$ cat config.mk
export PLATFORM = sky130hd
export DESIGN_NAME = run_ctrl
export DESIGN_NICKNAME = d
export VERILOG_FILES = /design/src/rtl/run_ctrl.sv
export SDC_FILE = /design/constraint.sdc
export NUM_CORES = 1
export LEC_CHECK = 0
export ABC_AREA = 1
export ABC_CLOCK_PERIOD_IN_PS = 2000
export CAP_MARGIN = 20
export CORE_ASPECT_RATIO = 0.7
export CORE_MARGIN = 2
export CORE_UTILIZATION = 50
export CTS_CLUSTER_DIAMETER = 100
export DETAILED_ROUTE_END_ITERATION = 10
export DONT_BUFFER_PORTS = 1
export RECOVER_POWER = 100
export SLEW_MARGIN = 20
export SYNTH_ARGS = -nofsm -noshare
export SYNTH_HDL_FRONTEND = slang
export SYNTH_SLANG_ARGS = --single-unit
$ cat constraint.sdc
create_clock -name clk -period 2 [get_ports clk]
set_input_delay 0.2 -clock clk [delete_from_list [all_inputs] [get_ports clk]]
set_output_delay 0.2 -clock clk [all_outputs]
set_load 0.05 [all_outputs]
$ cat src/rtl/run_ctrl.sv
`default_nettype none
// ============================================================================
// Module      : run_ctrl
// Description : Run controller for an iterating datapath. Turns start / stop /
//               step commands into a datapath enable (en) and synchronous
//               clear (rst). It counts enabled cycles (generations) and
//               finishes after a programmable limit.
//               Optional build macro RUN_CTRL_AUTO_RESTART_EN: DONE lasts one
//               cycle, then the controller re-enters CLEAR automatically.
// Revision    : 1.0 - initial release
// ============================================================================
module run_ctrl #(
    parameter int CW         = 16,  // width of limit and gen_count
    parameter int CLR_CYCLES = 2    // cycles rst is held in CLEAR (1..255)
) (
    input  logic          clk,
    input  logic          reset,
    input  logic          start,
    input  logic          stop,
    input  logic          step,
    input  logic [CW-1:0] limit,
    output logic          en,
    output logic          rst,
    output logic          busy,
    output logic          done,
    output logic [CW-1:0] gen_count,
    output logic [2:0]    state_o
);

    typedef enum logic [2:0] {
        S_IDLE  = 3'd0,
        S_CLEAR = 3'd1,
        S_RUN   = 3'd2,
        S_PAUSE = 3'd3,
        S_STEP  = 3'd4,
        S_DONE  = 3'd5
    } state_t;

    // Last value of the clear counter before leaving CLEAR.
    localparam logic [7:0]    c_clr_last = 8'(CLR_CYCLES - 1);
    // Saturation ceiling of the generation counter.
    localparam logic [CW-1:0] c_gen_max  = {CW{1'b1}};

    state_t        r_state;
    state_t        w_state_next;
    logic [7:0]    r_clr_cnt;
    logic [7:0]    w_clr_cnt_next;
    logic [CW-1:0] r_limit;
    logic [CW-1:0] w_limit_next;
    logic [CW-1:0] r_gen_count;
    logic [CW-1:0] w_gen_next;

    logic [CW-1:0] w_gen_inc;
    logic [CW:0]   w_gen_plus1;
    logic          w_limit_hit;

    // Saturating increment; one extra bit for the limit compare so that
    // gen_count+1 never wraps into a false match.
    assign w_gen_inc   = (r_gen_count == c_gen_max) ? r_gen_count
                                                    : r_gen_count + {{(CW-1){1'b0}}, 1'b1};
    assign w_gen_plus1 = {1'b0, r_gen_count} + {{CW{1'b0}}, 1'b1};
    assign w_limit_hit = (r_limit != {CW{1'b0}}) && (w_gen_plus1 == {1'b0, r_limit});

    // State, clear counter, latched limit and generation counter registers.
    always_ff @(posedge clk or posedge reset) begin
        if (reset) begin
            r_state     <= S_IDLE;
            r_clr_cnt   <= 8'd0;
            r_limit     <= {CW{1'b0}};
            r_gen_count <= {CW{1'b0}};
        end else begin
            r_state     <= w_state_next;
            r_clr_cnt   <= w_clr_cnt_next;
            r_limit     <= w_limit_next;
            r_gen_count <= w_gen_next;
        end
    end

    // Next-state logic; every path into CLEAR zeroes gen_count and the
    // clear counter so the clear window always starts from a known point.
    always_comb begin
        w_state_next   = r_state;
        w_clr_cnt_next = r_clr_cnt;
        w_limit_next   = r_limit;
        w_gen_next     = r_gen_count;

        case (r_state)
            S_IDLE: begin
                if (start) begin
                    w_state_next   = S_CLEAR;
                    w_clr_cnt_next = 8'd0;
                    w_gen_next     = {CW{1'b0}};
                end else if (step) begin
                    w_state_next = S_STEP;
                end
            end

            S_CLEAR: begin
                if (stop) begin
                    w_state_next   = S_IDLE;
                    w_clr_cnt_next = 8'd0;
                end else if (r_clr_cnt == c_clr_last) begin
                    w_state_next   = S_RUN;
                    w_clr_cnt_next = 8'd0;
                    w_limit_next   = limit;
                end else begin
                    w_clr_cnt_next = r_clr_cnt + 8'd1;
                end
            end

            S_RUN: begin
                // Every RUN cycle is an enabled cycle, including the one
                // that leaves RUN, so the count always advances here.
                w_gen_next = w_gen_inc;
                if (w_limit_hit) begin
                    w_state_next = S_DONE;
                end else if (stop) begin
                    w_state_next = S_PAUSE;
                end
            end

            S_STEP: begin
                w_gen_next   = w_gen_inc;
                w_state_next = S_PAUSE;
            end

            S_PAUSE: begin
                if (stop) begin
                    w_state_next = S_IDLE;
                end else if (start) begin
                    w_state_next = S_RUN;
                end else if (step) begin
                    w_state_next = S_STEP;
                end
            end

            S_DONE: begin
`ifdef RUN_CTRL_AUTO_RESTART_EN
                if (stop) begin
                    w_state_next = S_IDLE;
                end else begin
                    w_state_next   = S_CLEAR;
                    w_clr_cnt_next = 8'd0;
                    w_gen_next     = {CW{1'b0}};
                end
`else
                if (stop) begin
                    w_state_next = S_IDLE;
                end else if (start) begin
                    w_state_next   = S_CLEAR;
                    w_clr_cnt_next = 8'd0;
                    w_gen_next     = {CW{1'b0}};
                end
`endif
            end

            default: begin
                // Unused codes 6 and 7 recover to IDLE.
                w_state_next   = S_IDLE;
                w_clr_cnt_next = 8'd0;
            end
        endcase
    end

    // Moore output decode straight from the state register.
    assign en        = (r_state == S_RUN) || (r_state == S_STEP);
    assign rst       = (r_state == S_CLEAR);
    assign busy      = (r_state == S_CLEAR) || (r_state == S_RUN) || (r_state == S_STEP);
    assign done      = (r_state == S_DONE);
    assign gen_count = r_gen_count;
    assign state_o   = r_state;

endmodule
`default_nettype wire

Word-level counts from Yosys, hierarchy flattened
Index checks and enable logic that the tools add are counted.

cells by class
  $add $sub $neg = 3
  multipliers = 0
  div/mod/pow operators = 0
  $lt $le $gt $ge = 0
  equality and inequality tests = 13
  shift-type cells = 0
  multiplexer cells = 20
  bitwise logic cells = 2
  reductions and logical operators = 13

operators with widths
  kind                     number
  $mux W16                 3
  $pmux W16 S3             1
  $mux W8                  4
  $pmux W8 S4              1
  $mux W3                  10
  $pmux W3 S6              1
  $add A16 B1 Y17 const B  1
  $eq A17 B16 Y1           1
  $add A16 B1 Y16 const B  1
  $eq A16 B16 Y1 const B   1
  $reduce_bool A16 Y1      1
  $reduce_and A3 Y1        3
  $add A8 B1 Y8 const B    1
  $eq A8 B1 Y1 const B     1
  $eq A3 B2 Y1 const B     2
  $eq A3 B3 Y1 const B     2
  $ne A3 B3 Y1 const B     2
  $ne A2 B2 Y1 const B     2
  $eq A3 B1 Y1 const B     1
  $logic_not A3 Y1         1
  $logic_or A1 B1 Y1       3
  $ne A3 B2 Y1 const B     1
  $reduce_bool A3 Y1       1
  $reduce_or A3 Y1         1
  other kinds (4)          5

word-level totals
  register bits = 43
  bits in latches = 0
  memory bits (writable) = 0
  ROM bits = 0
  input port bits = 21
  output and inout bits = 23
  memories = 0

Logic depth before layout (Yosys ltp)
Gate-level depths: netlist of run 1.

  depth after elaboration = 5
  mapped depth = 16
  mapped depth without buffers = 16

Worst setup path after synthesis of run 1
OpenSTA, ideal clock, no wires.

  path type = reg2reg
  start = register r_gen_count[0] (netlist: gen_count[0])
  end = register r_state[1] (netlist: state_o[1])
  library setup time = 0.118 ns
  arrival time = 2.048 ns
  setup slack = -0.165 ns
  cell stages (with the launch flop) = 17
  period minus slack after synthesis = 2.165 ns
  cells stage by stage = dfrtp_1 > ha_1 > nand2_2 > nor2_2 > nand2_1 > nor2_1 > nand2_1 > nand2_1 > nand2_1 > nand2_1 > nand2_1 > nor2_1 > nand3_2 > nand2_1 > nand2_1 > nand3_1 > nand2_1

between the ends
  cells in the longest elaborated chain, start to end = 5
  elaborated cells between the ends (all ways) = 7
  those cells by class = add/sub (1); eq/ne (2); mux (2); reduce/logical (2)

ends and longest elaborated chain
  item                                                     RTL line  text
  start: declaration                                       50        logic [CW-1:0] r_gen_count;
  start signal: assignment                                 70        r_gen_count <= {CW{1'b0}};
  start signal: assignment                                 75        r_gen_count <= w_gen_next;
  $add A16 B1 Y17 *                                        61        assign w_gen_plus1 = {1'b0, r_gen_count} + {{CW{1'b0}}, 1'b1};
  $eq A17 B16 Y1 *                                         62        assign w_limit_hit = (r_limit != {CW{1'b0}}) && (w_gen_plus1 == {1'b0, r_limit});
  $logic_and A1 B1 Y1 *                                    62
  $mux W3 / $ne A3 B3 Y1 (equally long branches)           n/a
  $pmux W3 S6 / $reduce_and A3 Y1 (equally long branches)  n/a
  end signal: assignment                                   72        r_state <= w_state_next;
  end: declaration                                         44        state_t r_state;

Every way passes the cells marked *; elsewhere a longest branch is shown, timed or not.
A chain may end at the register's enable or synchronous reset.

Final worst setup path of run 1
  start = register r_gen_count[0] (netlist: gen_count[0])
  end = register r_state[2] (netlist: state_o[2])

Same word-level chain as after synthesis.

==> results.py, run 1 <==
metrics = {
    "yosys": {
        "syn-num-nets": 400,
        "synth_commonest_cells": "nand2_1 (91), inv_1 (53), dfrtp_1 (43), nor2_1 (43), nand3_1 (38)",
        "synth.area.mux_share_pct": 1.640,
        "synth_top_area_share_pct": 39.18,
        "yosys-top-cells-area": "dfrtp_1 (39%), nand2_1 (12%), inv_1 (7.2%), nand3_1 (6.9%), nor2_1 (5.9%)",
        "ys.warnings.count": 0,
        "syn_inst": 376,
        "synth_seq_area_share_pct": 39.18,
        "synth_top_family_by_area": "simple AND/OR/NAND/NOR gates",
        "synth_top_cell_by_area": "dfrtp_1",
        "synth-edff-count": 0,
        "ys.flop_type": "dfrtp_1",
        "synth.distinct_cells": 36,
        "yosys.area_share.simple_pct": 35.85,
        "ys_seq_elements": 43,
        "synth-compound-area-share_pct": 10.84,
        "netlist_area_um2": 2746,
        "yosysMostFrequentCell": "nand2_1",
        "async_flop_share_pct": 100.0,
        "synthXorXnorAreaFrac_pct": 2.096,
        "postSynthAreaPerCell_um2": 7.304,
        "synth_adder_area_share_pct": 1.367,
    },
    "global_route": {
        "grt_pass1_wl_um": 12030,
        "grt_pass1_vias": 2380,
        "grt_util_all_layers_pct": 25.71,
        "antenna_found_initial": 0,
        "grt.overflow.total": 0,
        "grt_max_degree": 23,
    },
    "power_and_ir_drop": {
        "ir_drop_uv": 617.3,
        "p_leak_nw": 1.625,
        "p_per_area_nw_per_um2": 1235,
        "p_total_w": 0.004122,
    },
    "setup_path": {
        "crit_slowest_cell": "dfrtp_2",
        "crit_top_cell": "buf_4",
        "critPathMaxStageDelay_ns": 0.40,
        "r2r_slack_ns": 0.03,
        "crit_chain": "buf_4 > inv_2 > nor2_4 > buf_4 > nand3_1 > xnor3_1 > nand2_1 > nor2_2 > nand3_2 > buf_4 > o211ai_1",
        "critPathLaunchType": "register",
        "required_ns": 2.21,
        "cp_max_fo": 3,
        "cp.buffers_inverters": 4,
        "critPathKind": "register to register",
        "crit_family": "simple AND/OR/NAND/NOR gates",
        "critPathCaptureType": "register",
        "worstPathArrival_ns": 2.19,
    },
    "timing": {
        "fin_crit_sh_pct": 98.72,
        "fin_crit_ns": 1.974,
        "grt_setup_unrepaired": "true",
        "finalMaxSlewViolations": 0,
        "max_slew_margin_pct": 21.84,
        "hold_ws_ns": 0.04955,
        "hold_violations": 0,
        "fin_skew_ns": 0.005732,
        "setup_tns_ns": 0,
        "setup_violations": 0,
        "worstMarginPinSlew_ns": 1.172,
        "worst_slack_ns": 0.02553,
        "max_clock_freq_mhz": 506.5,
    },
    "placement": {
        "pre_cts_slack_ns": -0.05815,
        "place_hpwl_um": 5794,
        "gp_congestion": 0.9589,
        "port_buffers": 0,
    },
    "routing": {
        "ant_nets": 0,
        "detailedRoute.firstPassIterationCount": 4,
        "drc": 0,
        "vias": 2674,
        "first_iter_violations": 223,
        "routed_wl_um": 7673,
        "wire_per_inst_um": 15.60,
        "vias_per_cell": 5.435,
    },
    "floorplanning": {
        "core_region_area_um2": 5258,
        "fp.dieArea_um2": 6111,
        "die_x_um": 92.58,
        "fp.dieH_um": 66.01,
        "start_util_pct": 52.24,
        "row_count": 22,
        "ios": 44,
    },
    "clock_tree": {
        "cts_tree": "yes",
        "cts_root_buffer": "clkbuf_8",
        "clockBufferDepth": 2,
        "htree_levels": 2,
        "clk_latency_ns": 0.29,
        "numCtsBuffers": 5,
        "clkSinkCount": 43,
        "clk_pin_slew_ns": 0.09,
    },
    "finish": {
        "register_area_um2": 1090,
        "area_growth_pct": 21.55,
        "finalNetCount": 443,
        "multi_input_area_um2": 1528,
        "finish.utilization_pct": 63.49,
        "drive_above_1_share_pct": 25.24,
        "nFillCells": 493,
        "antenna_cells": 0,
    },
    "job": {
        "max-cap-violations": 0,
    },
    "min_path": {
        "hp-class": "input pin to register",
    },
    "outcome": {
        "status": "completed",
    },
}
-- logic make-up after synthesis --
kind of cell,Yosys count
flops,43
simple gates,209
xor+xnor,5
compound gates,51
buf+inv,61
fa+ha+maj,3
mux,4
-- through the flow --
| step | instance area, µm² | cells |
|---|---|---|
| detailed placement | 3053 | 475 |
| floorplan | 2755 | 376 |
| global placement | 3053 | 475 |
| CTS | 3181 | 484 |
| finish | 3338 | 492 |
| global route | 3338 | 492 |
-- placed cells by master (no fill, tap or decap), drive strengths merged, types with 2 or more instances in the layout --
cell / n
nand2: 101
inv: 57
nor2: 50
dfrtp: 43
nand3: 42
buf: 34
a21oi: 21
o21ai: 13
o22ai: 11
clkbuf: 10
nand4: 6
nor3b: 5
mux2: 4
nor3: 4
ha: 3
xnor2: 2
xor2: 2
-- flip-flops by register name, summed over array words and instances (netlist names) --
signal     cells
gen_count     16
r_limit       16
state_o        3
r_clr_cnt      8
-- cell type report --
class,count,area share [%]
Multi-Input combinational cell,272,45.76
Sequential cell,43,32.65
Timing Repair Buffer,39,8.996
Inverter,58,6.597
Tap cell,72,2.699
Clock buffer,6,2.174
Clock inverter,2,1.124
-- worst paths after layout --
path                       cells past startpoint                      from                        to
max                                           11  gen_count[0]$_DFFE_PP0P_    state_o[2]$_DFFE_PP0P_
min                                            1                  limit[1]    r_limit[1]$_DFFE_PP0P_
max reg2reg                                   11  gen_count[0]$_DFFE_PP0P_    state_o[2]$_DFFE_PP0P_
min reg2reg                                    2  r_clr_cnt[1]$_DFFE_PP0P_  r_clr_cnt[1]$_DFFE_PP0P_
max in group asynchronous                      3                     reset  gen_count[7]$_DFFE_PP0P_
min in group asynchronous                      2                     reset  r_clr_cnt[6]$_DFFE_PP0P_
-- power breakdown --
| group | internal, W | switching (W) |
|---|---|---|
| Sequential | 0.00110 | 0.000255 |
| Clock | 0.000373 | 0.000317 |
| Combinational | 0.000715 | 0.00136 |
| Total | 0.00219 | 0.00193 |
-- metal layers --
metal / vias to the layer above / share of wire [%] / GRT usage (%)
met5: - / 0 / 0
met4: 0 / 0.44 / 4.478
met3: 4 / 11 / 8.666
met2: 116 / 40 / 33.49
met1: 1244 / 48 / 40.68
li1: 1310 / - / -
-- worst register-to-register path, delay by kind of cell, from the launching register on --
kind	cells	cell delay, ns
and+or+nand+nor	5	0.58
buffers and inverters	4	0.51
DFF	1	0.40
xor gates and xnor gates	1	0.27
AOI/OAI and AO/OA	1	0.14
-- what timing repair did --
action                     CTS  global route
buffers inserted             0             8
hold buffers                 1             0
hold endpoints to repair    43             0
gates cloned                 0             0
pin swaps                    1             8
setup endpoints to repair    2            30
resized for setup            4            33
No activity file was read; power rests on OpenSTA's default activity.
==> inputs of run 2 (changes only) <==
- ABC_CLOCK_PERIOD_IN_PS: 2000 -> 1720
- CORE_UTILIZATION: 50 -> 55
- PLACE_DENSITY: default -> 0.73
- clock period: 2 -> 1.72 ns (I/O delays scaled with it)
==> run 2 against run 1 <==
The flow now finishes with violations (negative setup slack). Clock-buffer cell count stayed put. Sequential share of layout area is 6.2 points lower. Clock power hardly changed. Critical endpoint is now state_o[1]$_DFFE_PP0P_. Wire length is 40% higher. Register-to-register slack worse by 0.53 ns.
==> results.py, run 2 (synthesis results as in run 1) <==
metrics = {
    "global_route": {
        "grt_max_degree": 22,
        "grt_util_all_layers_pct": 33.10,
        "antenna_found_initial": 0,
        "grt_pass1_wl_um": 14010,
        "grt_pass1_vias": 2904,
        "grt.overflow.total": 0,
    },
    "timing": {
        "hold_violations": 0,
        "max_clock_freq_mhz": 450.0,
        "fin_crit_ns": 2.222,
        "max_slew_margin_pct": 25.27,
        "worst_slack_ns": -0.5021,
        "setup_violations": 42,
        "setup_tns_ns": -4.008,
        "grt_setup_unrepaired": "true",
        "worstMarginPinSlew_ns": 1.121,
        "fin_crit_sh_pct": 129.2,
        "finalMaxSlewViolations": 0,
        "hold_ws_ns": 0.001974,
        "fin_skew_ns": 0.01022,
    },
    "min_path": {
        "hp-class": "input pin to register",
    },
    "clock_tree": {
        "clkSinkCount": 43,
        "clockBufferDepth": 2,
        "htree_levels": 2,
        "clk_pin_slew_ns": 0.09,
        "cts_tree": "yes",
        "cts_root_buffer": "clkbuf_8",
        "clk_latency_ns": 0.32,
        "numCtsBuffers": 5,
    },
    "floorplanning": {
        "die_x_um": 88.46,
        "core_region_area_um2": 4782,
        "fp.dieH_um": 63.12,
        "start_util_pct": 57.43,
        "ios": 44,
        "fp.dieArea_um2": 5584,
        "row_count": 21,
    },
    "setup_path": {
        "critPathKind": "register to register",
        "worstPathArrival_ns": 2.43,
        "critPathCaptureType": "register",
        "cp_max_fo": 4,
        "critPathLaunchType": "register",
        "required_ns": 1.93,
    },
    "finish": {
        "finalNetCount": 506,
        "nFillCells": 277,
        "area_growth_pct": 50.43,
        "antenna_cells": 0,
        "final_cell_mix": "nand2_1 (80), buf_4 (80), inv_1 (46)",
        "drive_above_1_share_pct": 42.44,
        "finish.utilization_pct": 86.39,
    },
    "routing": {
        "first_iter_violations": 520,
        "ant_nets": 0,
        "vias_per_cell": 6.107,
        "drc": 0,
        "wire_per_inst_um": 19.50,
        "vias": 3371,
        "detailedRoute.firstPassIterationCount": 5,
        "routed_wl_um": 10760,
    },
    "placement": {
        "place_hpwl_um": 6375,
        "port_buffers": 0,
        "pre_cts_slack_ns": -0.2389,
        "gp_congestion": 0.9752,
    },
    "power_and_ir_drop": {
        "ir_drop_uv": 1034,
        "p_leak_nw": 1.971,
        "p_per_area_nw_per_um2": 1446,
    },
    "outcome": {
        "violations": "negative setup slack",
        "status": "finished, violations left",
    },
    "job": {
        "max-cap-violations": 0,
    },
}
==> run 2: power by group <==
group / switching (W) / internal, W
registers: 0.000367 / 0.00128
logic: 0.00212 / 0.00152
clock network: 0.000399 / 0.000288
total: 0.00288 / 0.00309
==> run 2: repair_timing <==
action,in CTS,in global routing
hold buffers,1,5
setup buffers,8,10
pin swaps,11,7
resized for setup,28,59
gates cloned,0,1
endpoints found under the hold margin,43,5
endpoints found under the setup margin,33,41
==> run 2: routing by layer <==
layer	global-route usage, %	part of all wire (%)	vias up	wire length [µm]
met5	0	0	-	0
met4	9.848	5.5	0	593
met3	8.912	13	79	1358
met2	46.24	45	275	4813
met1	50.17	37	1579	3996
li1	-	-	1438	-
==> run 2: worst max-delay path, cell delays in order (launching register included) <==
cell and delay, ns:
dfrtp_2 0.47, ha_4 0.30, xnor2_2 0.13, nand2_1 0.11
nor2_1 0.18, nand2_1 0.13, nor2_1 0.13, nand3_1 0.09
nor2_1 0.14, nand3_2 0.12, nand2_1 0.09, nand2_1 0.05
nand3_1 0.10, nand2_1 0.07
==> run 2: final timing paths <==
kind	startpoint	end	slack, ns	depth (start not counted)
max in group asynchronous	reset	gen_count[3]$_DFFE_PP0P_	0.18	3
max reg2reg	gen_count[0]$_DFFE_PP0P_	state_o[1]$_DFFE_PP0P_	-0.50	13
min in group asynchronous	reset	r_clr_cnt[4]$_DFFE_PP0P_	0.19	2
min	limit[5]	r_limit[5]$_DFFE_PP0P_	0.002	2
max	gen_count[0]$_DFFE_PP0P_	state_o[1]$_DFFE_PP0P_	-0.50	13
min reg2reg	r_limit[9]$_DFFE_PP0P_	r_limit[9]$_DFFE_PP0P_	0.58	2
==> run 2: area by class of cell <==
cell class	instances	area [µm²]	area share, %
multi-input combinational	272	1779	43.06
sequential	43	1092	26.44
timing repair buffer	102	867.1	20.99
inverter	58	220.2	5.330
tap	69	86.33	2.090
clock buffer	6	72.57	1.757
clock inverter	2	13.76	0.3331
==> run 2: per-stage QoR <==
step / cell area (µm²) / total power, W / instances
after CTS: 3739 / 0.005173 / 536
final: 4131 / 0.005975 / 552
after global routing: 4131 / 0.006182 / 552
after global placement: 3488 / 0.004184 / 519
after detailed placement: 3488 / 0.004268 / 519
after floorplan: 2833 / 0.003212 / 376
